$ cat src/rtl/int_to_flt.sv
// int_to_flt: reads a 16-bit two's-complement integer from data_mem,
// converts it to the 16-bit float format {sign, exp[4:0] bias 15, mant[9:0]}
// with serial one-bit-per-cycle normalization and round-to-nearest-even,
// then writes the result back as two bytes for the float adder to load.
module int_to_flt #(
    parameter logic [7:0] SRC_ADDR = 8'd64,
    parameter logic [7:0] DST_ADDR = 8'd128
) (
    input  logic       clk,
    input  logic       reset,
    input  logic       start,
    output logic       busy,
    output logic       done,
    output logic [7:0] DataAddress,
    output logic       ReadMem,
    output logic       WriteMem,
    output logic [7:0] DataIn,
    input  logic [7:0] DataOut
);

    typedef enum logic [3:0] {
        IDLE, RD_HI, RD_LO, ABS, NORM, ROUND, WR_HI, WR_LO, DONE
    } state_t;

    state_t      r_state;
    logic [15:0] r_x;
    logic [15:0] r_mag;
    logic [4:0]  r_exp;
    logic        r_sign;
    logic        r_zero;
    logic [9:0]  r_mant;

    logic [15:0] w_abs;
    logic [9:0]  w_mant_t;
    logic        w_guard;
    logic        w_sticky;
    logic        w_inc;
    logic [10:0] w_mant_sum;
    logic        w_carry;
    logic [5:0]  w_exp_sum;
    logic [15:0] w_res;

    // magnitude and round-to-nearest-even result from the current registers
    always_comb begin
        w_abs      = r_x[15] ? (~r_x + 16'd1) : r_x;
        w_mant_t   = r_mag[14:5];
        w_guard    = r_mag[4];
        w_sticky   = |r_mag[3:0];
        w_inc      = w_guard & (w_sticky | w_mant_t[0]);
        w_mant_sum = {1'b0, w_mant_t} + {10'd0, w_inc};
        w_carry    = w_mant_sum[10];
        w_exp_sum  = {1'b0, r_exp} + {5'd0, w_carry};
        // on carry-out the low ten bits of the sum are already zero
        w_res      = r_zero ? 16'h0000
                            : {r_sign, w_exp_sum[4:0], w_mant_sum[9:0]};
    end

    // conversion FSM with registered memory-port and status outputs
    always_ff @(posedge clk) begin
        if (reset) begin
            r_state     <= IDLE;
            r_x         <= '0;
            r_mag       <= '0;
            r_exp       <= '0;
            r_sign      <= 1'b0;
            r_zero      <= 1'b0;
            r_mant      <= '0;
            busy        <= 1'b0;
            done        <= 1'b0;
            DataAddress <= '0;
            ReadMem     <= 1'b0;
            WriteMem    <= 1'b0;
            DataIn      <= '0;
        end else begin
            case (r_state)
                IDLE, DONE: begin
                    if (start) begin
                        r_state     <= RD_HI;
                        busy        <= 1'b1;
                        done        <= 1'b0;
                        DataAddress <= SRC_ADDR;
                        ReadMem     <= 1'b1;
                    end
                end
                RD_HI: begin
                    r_x[15:8]   <= DataOut;
                    r_state     <= RD_LO;
                    DataAddress <= SRC_ADDR + 8'd1;
                end
                RD_LO: begin
                    r_x[7:0]    <= DataOut;
                    r_state     <= ABS;
                    ReadMem     <= 1'b0;
                    DataAddress <= '0;
                end
                ABS: begin
                    r_sign <= r_x[15];
                    r_mag  <= w_abs;
                    r_exp  <= 5'd30;
                    r_zero <= (w_abs == 16'd0);
                    if ((w_abs == 16'd0) || w_abs[15])
                        r_state <= ROUND;
                    else
                        r_state <= NORM;
                end
                NORM: begin
                    r_mag <= {r_mag[14:0], 1'b0};
                    r_exp <= r_exp - 5'd1;
                    if (r_mag[14])
                        r_state <= ROUND;
                end
                ROUND: begin
                    r_exp       <= w_exp_sum[4:0];
                    r_mant      <= w_res[9:0];
                    r_state     <= WR_HI;
                    DataAddress <= DST_ADDR;
                    WriteMem    <= 1'b1;
                    DataIn      <= w_res[15:8];
                end
                WR_HI: begin
                    r_state     <= WR_LO;
                    DataAddress <= DST_ADDR + 8'd1;
                    DataIn      <= r_mant[7:0];
                end
                WR_LO: begin
                    r_state     <= DONE;
                    WriteMem    <= 1'b0;
                    busy        <= 1'b0;
                    done        <= 1'b1;
                    DataAddress <= '0;
                    DataIn      <= '0;
                end
                default: begin
                    r_state  <= IDLE;
                    busy     <= 1'b0;
                    ReadMem  <= 1'b0;
                    WriteMem <= 1'b0;
                end
            endcase
        end
    end

    // exponent 31 can never be produced by a 16-bit integer input
    always_ff @(posedge clk) begin
        if (!reset && (r_state == ROUND))
            assert (r_zero || (w_exp_sum < 6'd31));
    end

endmodule
$ cat config.mk
export PLATFORM = sky130hd
export DESIGN_NAME = int_to_flt
export DESIGN_NICKNAME = d
export VERILOG_FILES = /design/src/rtl/int_to_flt.sv
export SDC_FILE = /design/constraint.sdc
export NUM_CORES = 1
export LEC_CHECK = 0
export CORE_AREA = 5 5 89 91
export CTS_CLUSTER_SIZE = 20
export DETAILED_ROUTE_END_ITERATION = 16
export DIE_AREA = 0 0 94 96
export HOLD_SLACK_MARGIN = 0.15
export PLACE_DENSITY = 0.85
export SLEW_MARGIN = 25
export SYNTH_ARGS = -nofsm -noshare
export SYNTH_HDL_FRONTEND = slang
export SYNTH_SLANG_ARGS = --single-unit
export TNS_END_PERCENT = 100
$ cat constraint.sdc
create_clock -name clk -period 2.4 [get_ports clk]
set_input_delay 0.48 -clock clk [delete_from_list [all_inputs] [get_ports clk]]
set_output_delay 0.48 -clock clk [all_outputs]
set_load 0.1 [all_outputs]
==> results of run 1 <==
power breakdown:
| group | switching, W | leakage (nW) | internal (W) | total (W) |
|---|---|---|---|---|
| sequential | 0.000172 | 0.527 | 0.00120 | 0.00137 |
| combinational | 0.00109 | 0.906 | 0.000672 | 0.00176 |
| clock | 0.000459 | 0.126 | 0.000702 | 0.00116 |
| total | 0.00172 | 1.56 | 0.00257 | 0.00429 |
state kept, by name, summed over array words and instances, names as in the netlist:
name	count
DataAddress	3
DataIn	8
ReadMem	1
WriteMem	1
busy	1
done	1
r_exp	5
r_mag	15
r_mant	8
r_sign	1
r_state	4
r_x	16
r_zero	1
layer usage:
layer / global-route usage / share of wire
met4: 0.0686 / 0.016
met1: 0.245 / 0.44
met3: 0.0328 / 0.044
met5: 0 / 0
met2: 0.354 / 0.50
logic make-up after synthesis:
kind of cell,after synthesis,synth area share
AOI/OAI and AO/OA,126,0.242
xor gates and xnor gates,27,0.0673
adders and majority gates,5,0.0178
buffers and inverters,48,0.0637
DFF,65,0.370
muxes,3,0.00854
other,1,0.00107
and+or+nand+nor,172,0.229
area by class of cell:
cell class,instances,area (um^2),share of cell area
clock buffers,9,124,0.0296
clock inverters,7,128,0.0305
inverters,11,41.3,0.00986
multi-input cells,338,2050,0.490
flip-flops and latches,65,1300,0.311
well taps,99,124,0.0296
repair buffers,53,418,0.0998
metrics by stage:
stage	cells	setup slack [ns]	setup TNS, ns	area [um^2]	total power, W
floorplan	451	0.0750	0	3530	0.00264
global placement	565	0.129	0	3880	0.00303
detailed placement	565	0.0333	0	3880	0.00305
CTS	581	0.0179	0	4130	0.00421
global route	582	-0.0450	-0.0450	4190	0.00453
finish	582	0.0318	0	4190	0.00429
worst paths after layout:
kind / start / end / slack (ns) / cells past startpoint
min: DataAddress[6]$_SDFFE_PP0P_ / DataAddress[6]$_SDFFE_PP0P_ / 0.46 / 2
min reg2reg: DataAddress[6]$_SDFFE_PP0P_ / DataAddress[6]$_SDFFE_PP0P_ / 0.46 / 2
max: r_x[8]$_SDFFE_PP0P_ / r_state[0]$_SDFFE_PP0P_ / 0.03 / 6
max reg2reg: r_x[8]$_SDFFE_PP0P_ / r_state[0]$_SDFFE_PP0P_ / 0.03 / 6
worst max-delay path, cell delays in order (launching register included):
cell and delay, ns:
dfxtp_1 0.32, or4_4 0.57, o41ai_4 0.34, xor2_1 0.23
nand4_1 0.14, or4_4 0.54, a31oi_1 0.16
cell usage in the layout (no fill, tap or decap), drive strengths merged, types with 5 or more instances in the layout:
master         Yosys  routed
dfxtp             65      65
nand2             59      59
a21oi             45      45
nor2              45      45
buf               14      44
a22oi             23      23
nor3              19      19
xnor2             16      16
a211oi            15      15
nand3             12      12
inv               11      12
xor2              11      11
o21ai             10      10
clkbuf            23       9
clkdlybuf4s50      0       9
a221oi             6       6
a31oi              6       6
conb               1       5
ha                 5       5
timing repair:
item | 4_1_cts | 5_1_grt
setup buffers | 0 | 1
resized for setup | 0 | 11
endpoints found under the setup margin | 0 | 5
==> metrics, run 1 <==
Num CTS Buffers=9; CP endpoint kind=register; worst hold slack=0.463 ns; Ports=31; worst slew pin tran=0.716 ns; pwr/cell area=1020 mW/mm^2; Synth cell types=55; RD Place Congestion=0.920; vias per cell=5.86; Cells after Synth=447; root buffer cell=clkbuf_8; antenna cells=0; Tcrit/Tclk final=0.987; die width=94 um; Rel. slew slack=0.523; Critical Path Fanout Max=3; largest net degree at the start of global routing=29; Final Util=0.593; ANT nets after route=0; Clk pin slew, worst setup/hold paths=0.08 ns; top cell type's share of synthesized area=0.370; CP Data Required Time=2.67 ns; maxcap violations=0; GRT Util Overall=0.200; Area growth syn-to-layout=19.2%; Setup Skew=0.00729 ns; Remaining DRCs=0; Layout Nets=494; synth cell count leaders=65 x dfxtp_1, 59 x nand2_1, 45 x a21oi_1, 45 x nor2_1, 23 x a22oi_1; Final Hold Fails=0; status=complete, no violations; number of clock sinks=65; Slew Viols, Final=0; Clock Tree Buf Depth=2; worst vdd ir=0.431 mV; Post-Syn Area=0.00351 mm^2; CP Class=reg2reg; share of cells above drive strength 1=0.157; first-pass iteration count of the detailed router=6; Port Buffers=25; fmax=422 MHz; Critical Path Source Type=register; Leak Pwr=1.56 nW; Die Area=0.00902 mm^2; number of global-route vias before repair=3083; average wire per standard cell=15.1 um; layout filler cell count=655; CTS tree=built; initial DRC count=201; DR vias=3411; overall die height=96 um; first-pass GRT wire length=14400 um; Routed WL=8760 um; hold crit path type=reg2reg; initial antenna violation count=0; Synth Flop Type=dfxtp_1; CTS Hold Bufs=0; post-synth top area cell=dfxtp_1; num rows=31; H-tree depth=3; final setup violation count=0; core area=0.00706 mm^2; gr ovfl total=0; async set or reset register ratio after synthesis=0; CP arrival=2.64 ns; Post-Syn Area per Cell=7.86 um^2; clk_lat worst skew=0.34 ns; yosys warns=0; Final min period=2.37 ns; Yosys reg bits=65; synth top area cells=dfxtp_1 37%, a21oi_1 6.4%, nand2_1 6.3%; EDFF count, synth=0; count leader, synth=dfxtp_1; post-DP HPWL=6470 um; starting density of the core=0.498; sequential area share after synthesis=0.370
(Power assumes the default switching activity.)
==> run 2, diff against run 1 <==
Settings changed: CORE_AREA 5 5 89 91 to 2 2 86 88, DIE_AREA 0 0 94 96 to 0 0 88 90, RECOVER_POWER set to 25.
==> metrics, run 2 (synthesized netlist as in run 1, its figures left out) <==
status=complete, no violations (unchanged); largest net degree at the start of global routing=46 (was 29); total power=0.00423 W (was 0.00429 W); CP Class=reg2reg (unchanged); CTS tree=built (unchanged); instance area at placement=0.00392 mm^2 (was 0.00388 mm^2); ANT nets after route=0 (unchanged); Clock Tree Buf Depth=2 (unchanged); die width=88 um (was 94 um); gr ovfl total=0 (unchanged); Critical Path Source Type=register (unchanged); Worst R2R Setup Slack=0.10 ns (was 0.03 ns); CP Data Required Time=2.67 ns (about the same); r2r startpoint=r_x[1]$_SDFFE_PP0P_ (was r_x[8]$_SDFFE_PP0P_); Flop pwr share=0.319 (about the same); CTS Hold Bufs=0 (unchanged); worst slew pin tran=1.18 ns (was 0.716 ns); Internal=0.00248 W (was 0.00257 W); num rows=31 (unchanged); Area growth syn-to-layout=18.5% (was 19.2%); Slew Viols, Final=0 (unchanged); Ports=31 (unchanged); Tcrit/Tclk final=0.958 (was 0.987); most frequent cells in the layout=61 x dfxtp_1, 59 x nand2_1, 45 x a21oi_1 (was 63 x dfxtp_1, 59 x nand2_1, 45 x a21oi_1); Port Buffers=25 (unchanged); sw frac=0.414 (was 0.401); Final Util=0.593 (about the same); starting density of the core=0.501 (was 0.498); top flop regs=r_x (16), r_mag (15) (unchanged); RD Place Congestion=1.01 (was 0.920); CP arrival=2.57 ns (was 2.64 ns); combinational share of power=0.430 (was 0.411); first-pass GRT wire length=14800 um (was 14400 um); share of cells above drive strength 1=0.148 (was 0.157); critical path startpoint=r_x[1]$_SDFFE_PP0P_ (was r_x[8]$_SDFFE_PP0P_); max FFs per register=16 (unchanged); Layout Nets=499 (was 494); GRT Util Overall=0.235 (was 0.200); Rel. slew slack=0.216 (was 0.523); maxcap violations=0 (unchanged); Clk pin slew, worst setup/hold paths=0.07 ns (was 0.08 ns); antenna cells=0 (unchanged); fmax=435 MHz (was 422 MHz); number of global-route vias before repair=3204 (was 3083); final instance area=0.00416 mm^2 (was 0.00419 mm^2); clk_lat worst skew=0.35 ns (was 0.34 ns); Critical Path Fanout Max=6 (was 3); H-tree depth=3 (unchanged); overall die height=90 um (was 96 um); initial antenna violation count=0 (unchanged); Final min period=2.30 ns (was 2.37 ns); hold crit path type=reg2reg (unchanged); pwr/cell area=1020 mW/mm^2 (about the same); root buffer cell=clkbuf_8 (unchanged); Leak Pwr=1.52 nW (was 1.56 nW); Largest Register=r_x (unchanged); average wire per standard cell=15.3 um (was 15.1 um); power share of the clock group=0.251 (was 0.270); Final Hold Fails=0 (unchanged); Remaining DRCs=0 (unchanged); Num CTS Buffers=9 (unchanged); number of clock sinks=65 (unchanged); Setup crit end=r_state[0]$_SDFFE_PP0P_ (unchanged); worst vdd ir=0.613 mV (was 0.431 mV); CP endpoint kind=register (unchanged); reg2reg path depth=9 (was 6); initial DRC count=201 (unchanged); Routed WL=8990 um (was 8760 um); first-pass iteration count of the detailed router=5 (was 6); Setup Skew=0.0117 ns (was 0.00729 ns); final setup violation count=0 (unchanged); post-DP HPWL=6420 um (was 6470 um); Net Switching=0.00175 W (was 0.00172 W); vias per cell=5.81 (was 5.86); commonest non-fill, non-tap cell in the layout=dfxtp_1 (unchanged); Die Area=0.00792 mm^2 (was 0.00902 mm^2); DR vias=3410 (was 3411); reg-to-reg endpoint=r_state[0]$_SDFFE_PP0P_ (unchanged); core area=0.00702 mm^2 (was 0.00706 mm^2)
-- run 2: cell types whose count changed in the layout (fill, tap and decap cells not counted), sizes merged --
cell           delta
buf               -8
bufinv            -1
clkbuf           +13
clkdlybuf4s50     -1
clkinv            -1
dlygate4sd3       +1
inv               +2
-- run 2: what timing repair did --
| action | in CTS | in global routing |
|---|---|---|
| endpoints found under the setup margin | 0 | 4 |
| resized for setup | 0 | 16 |
| buffers inserted | 0 | 1 |
-- run 2: metrics by stage --
stage                     setup WS, ns  hold slack [ns]  cells  setup TNS (ns)
after global placement           0.164            0.444    570               0
after detailed placement        0.0886            0.457    570               0
final                            0.100            0.468    587               0
after global routing          -0.00429            0.480    587        -0.00429
after CTS                       0.0645            0.466    586               0
after floorplan                 0.0750            0.432    451               0
-- run 2: metal layers --
metal | global-route usage | vias to the layer above | share of wire
met5 | 0 | - | 0
met1 | 0.277 | 1613 | 0.42
li1 | - | 1680 | -
met2 | 0.383 | 98 | 0.50
met4 | 0.110 | 0 | 0.027
met3 | 0.0716 | 19 | 0.050
-- run 2: power groups by stage --
stage,logic (W),registers (W),clock network [W]
after floorplan,0.00112,0.00152,0
after global placement,0.00171,0.00135,0
after detailed placement,0.00174,0.00136,0
after CTS,0.00176,0.00134,0.00108
after global routing,0.00200,0.00137,0.00113
final,0.00182,0.00135,0.00106
-- run 2: layout make-up --
type	count	area [um^2]
Clock buffer	9	124
Clock inverter	7	100
Fill cell	644	2860
Inverter	11	41.3
Multi-Input combinational cell	338	2060
Sequential cell	65	1310
Tap cell	99	124
Timing Repair Buffer	58	407
-- run 2: worst min path at each step --
stage / startpoint / to / slack [ns] / depth (start not counted)
finish: DataAddress[6]$_SDFFE_PP0P_ / DataAddress[6]$_SDFFE_PP0P_ / 0.47 / 2
detailed placement: r_mant[0]$_SDFFE_PP0P_ / r_mant[0]$_SDFFE_PP0P_ / 0.46 / 2
CTS: r_mant[0]$_SDFFE_PP0P_ / r_mant[0]$_SDFFE_PP0P_ / 0.47 / 2
global placement: DataAddress[6]$_SDFFE_PP0P_ / DataAddress[6]$_SDFFE_PP0P_ / 0.44 / 2
floorplan: r_mant[0]$_SDFFE_PP0P_ / r_mant[0]$_SDFFE_PP0P_ / 0.43 / 2
global route: r_mant[0]$_SDFFE_PP0P_ / r_mant[0]$_SDFFE_PP0P_ / 0.48 / 2
-- run 2: worst max-delay path, stage by stage (launching register included) --
cell and delay [ns]:
dfxtp_1 0.42, inv_1 0.07, ha_1 0.20, buf_4 0.16
nor2b_2 0.18, a41oi_1 0.27, xnor2_1 0.19, nand2_1 0.07
or4_1 0.49, a31oi_1 0.18
==> run 3, diff against run 2 <==
Settings changed: CORE_AREA 2 2 86 88 to 2 2 81 83, DIE_AREA 0 0 88 90 to 0 0 83 85, PLACE_DENSITY 0.85 to 0.9.
Clock period 2.4 ns to 2.6 ns, I/O delays scaled along.
==> metrics, run 3 (synthesized netlist as in run 1, its figures left out) <==
Net Switching=0.00159 W (was 0.00175 W); reg2reg path depth=8 (was 9); Clk pin slew, worst setup/hold paths=0.07 ns (about the same); root buffer cell=clkbuf_8 (unchanged); Worst R2R Setup Slack=0.14 ns (was 0.10 ns); core area=0.00620 mm^2 (was 0.00702 mm^2); Flop pwr share=0.364 (was 0.319); starting density of the core=0.566 (was 0.501); CP endpoint kind=register (unchanged); CP Class=reg2reg (unchanged); largest net degree at the start of global routing=27 (was 46); pwr/cell area=910 mW/mm^2 (was 1020 mW/mm^2); num rows=29 (was 31); Final Util=0.631 (was 0.593); most frequent cells in the layout=64 x dfxtp_1, 59 x nand2_1, 45 x a21oi_1 (was 61 x dfxtp_1, 59 x nand2_1, 45 x a21oi_1); hold path startpoint=r_mant[0]$_SDFFE_PP0P_ (was DataAddress[6]$_SDFFE_PP0P_); unrepaired setup endpoints after global routing=no; H-tree depth=3 (unchanged); antenna cells=0 (unchanged); power share of the clock group=0.216 (was 0.251); sw frac=0.447 (was 0.414); CTS Hold Bufs=0 (unchanged); post-DP HPWL=6140 um (was 6420 um); max FFs per register=16 (unchanged); first-pass iteration count of the detailed router=5 (unchanged); Layout Nets=482 (was 499); vias per cell=6.22 (was 5.81); CP Data Required Time=2.89 ns (was 2.67 ns); layout filler cell count=538 (was 644); Remaining DRCs=0 (unchanged); Final Hold Fails=0 (unchanged); Internal=0.00197 W (was 0.00248 W); register area=0.00130 mm^2 (was 0.00131 mm^2); GRT Util Overall=0.253 (was 0.235); Critical Path Source Type=register (unchanged); r2r startpoint=r_x[0]$_SDFFE_PP0P_ (was r_x[1]$_SDFFE_PP0P_); number of clock sinks=65 (unchanged); die width=83 um (was 88 um); Setup Skew=0.00632 ns (was 0.0117 ns); Ports=31 (unchanged); clk_lat worst skew=0.36 ns (was 0.35 ns); Num CTS Buffers=9 (unchanged); Multi-input gate area=0.00203 mm^2 (was 0.00206 mm^2); initial DRC count=263 (was 201); first-pass GRT wire length=14600 um (was 14800 um); Leak Pwr=1.39 nW (was 1.52 nW); top flop regs=r_x (16), r_mag (15) (unchanged); Clock Tree Buf Depth=2 (unchanged); share of cells above drive strength 1=0.0998 (was 0.148); hold crit path type=reg2reg (unchanged); fmax=407 MHz (was 435 MHz); final setup violation count=0 (unchanged); Slew Viols, Final=0 (unchanged); worst slew pin tran=1.17 ns (was 1.18 ns); CTS tree=built (unchanged); average wire per standard cell=16.2 um (was 15.3 um); reg-to-reg endpoint=r_state[0]$_SDFFE_PP0P_ (unchanged); combinational share of power=0.420 (was 0.430); Port Buffers=25 (unchanged); setup TNS=0 ns (unchanged); maxcap violations=0 (unchanged); Largest Register=r_x (unchanged); RD Place Congestion=0.962 (was 1.01); Rel. slew slack=0.227 (was 0.216); gr ovfl total=0 (unchanged); Hold Path Stages=2 (unchanged); commonest non-fill, non-tap cell in the layout=dfxtp_1 (unchanged); Final min period=2.46 ns (was 2.30 ns); Critical Path Fanout Max=7 (was 6); number of global-route vias before repair=3121 (was 3204); overall die height=85 um (was 90 um); Tcrit/Tclk final=0.946 (was 0.958); Routed WL=8880 um (was 8990 um); initial antenna violation count=0 (unchanged); Hold Crit Endpoint=r_mant[0]$_SDFFE_PP0P_ (was DataAddress[6]$_SDFFE_PP0P_); CP arrival=2.75 ns (was 2.57 ns); worst vdd ir=0.682 mV (was 0.613 mV); Area growth syn-to-layout=11.4% (was 18.5%); DR vias=3407 (was 3410); ANT nets after route=0 (unchanged); status=complete, no violations (unchanged); Die Area=0.00706 mm^2 (was 0.00792 mm^2)
## run 3: per-stage QoR
stage / total power (W) / area (um^2) / hold slack (ns) / std cells / setup slack [ns]
after floorplan: 0.00244 / 3530 / 0.432 / 451 / 0.275
after global placement: 0.00273 / 3760 / 0.441 / 531 / 0.228
after detailed placement: 0.00277 / 3760 / 0.446 / 531 / 0.131
after CTS: 0.00353 / 3930 / 0.455 / 547 / 0.111
after global routing: 0.00376 / 3910 / 0.481 / 548 / 0.00671
final: 0.00356 / 3910 / 0.451 / 548 / 0.141
## run 3: layout make-up
type                    count  area share
multi-input cells         338       0.518
inverters                  11      0.0105
flip-flops and latches     65       0.333
clock buffers               9      0.0316
well taps                  77      0.0246
repair buffers             41      0.0703
clock inverters             7      0.0118
## run 3: worst max-delay path by stage
stage	from	end	slack (ns)	depth (start not counted)
floorplan	r_x[6]$_SDFFE_PP0P_	r_state[0]$_SDFFE_PP0P_	0.27	7
global placement	r_x[0]$_SDFFE_PP0P_	r_state[0]$_SDFFE_PP0P_	0.23	8
detailed placement	r_mag[4]$_SDFFE_PP0P_	DataIn[6]$_SDFFE_PP0P_	0.13	11
CTS	r_mag[4]$_SDFFE_PP0P_	DataIn[6]$_SDFFE_PP0P_	0.11	11
global route	r_x[1]$_SDFFE_PP0P_	r_state[0]$_SDFFE_PP0P_	0.007	8
finish	r_x[0]$_SDFFE_PP0P_	r_state[0]$_SDFFE_PP0P_	0.14	8
## run 3: critical path: stages (launching register included)
cell,delay [ns]
dfxtp_1,0.36
inv_1,0.08
ha_2,0.23
or2b_2,0.37
o41ai_4,0.35
xor2_2,0.22
nand4_1,0.12
or4_1,0.51
a31oi_1,0.16
## run 3: power by group through the flow
stage                     combinational (W)  clock [W]  sequential [W]
after floorplan                     0.00104          0         0.00140
after global placement              0.00143          0         0.00130
after detailed placement            0.00146          0         0.00131
after CTS                           0.00147   0.000772         0.00129
after global routing                0.00162   0.000824         0.00132
final                               0.00150   0.000769         0.00130
## run 3: what timing repair did
| item | CTS | global route |
|---|---|---|
| buffers inserted | 0 | 1 |
| hold endpoints to repair | 0 | 0 |
| gates resized for setup | 0 | 6 |
| setup endpoints to repair | 0 | 4 |
## run 3: metal layers
metal  GRT usage  up-vias  share of wire
met5           0        -              0
met4       0.124        0          0.030
met3      0.0516       24          0.063
met2       0.430      133           0.49
met1       0.305     1608           0.41
li1            -     1642              -
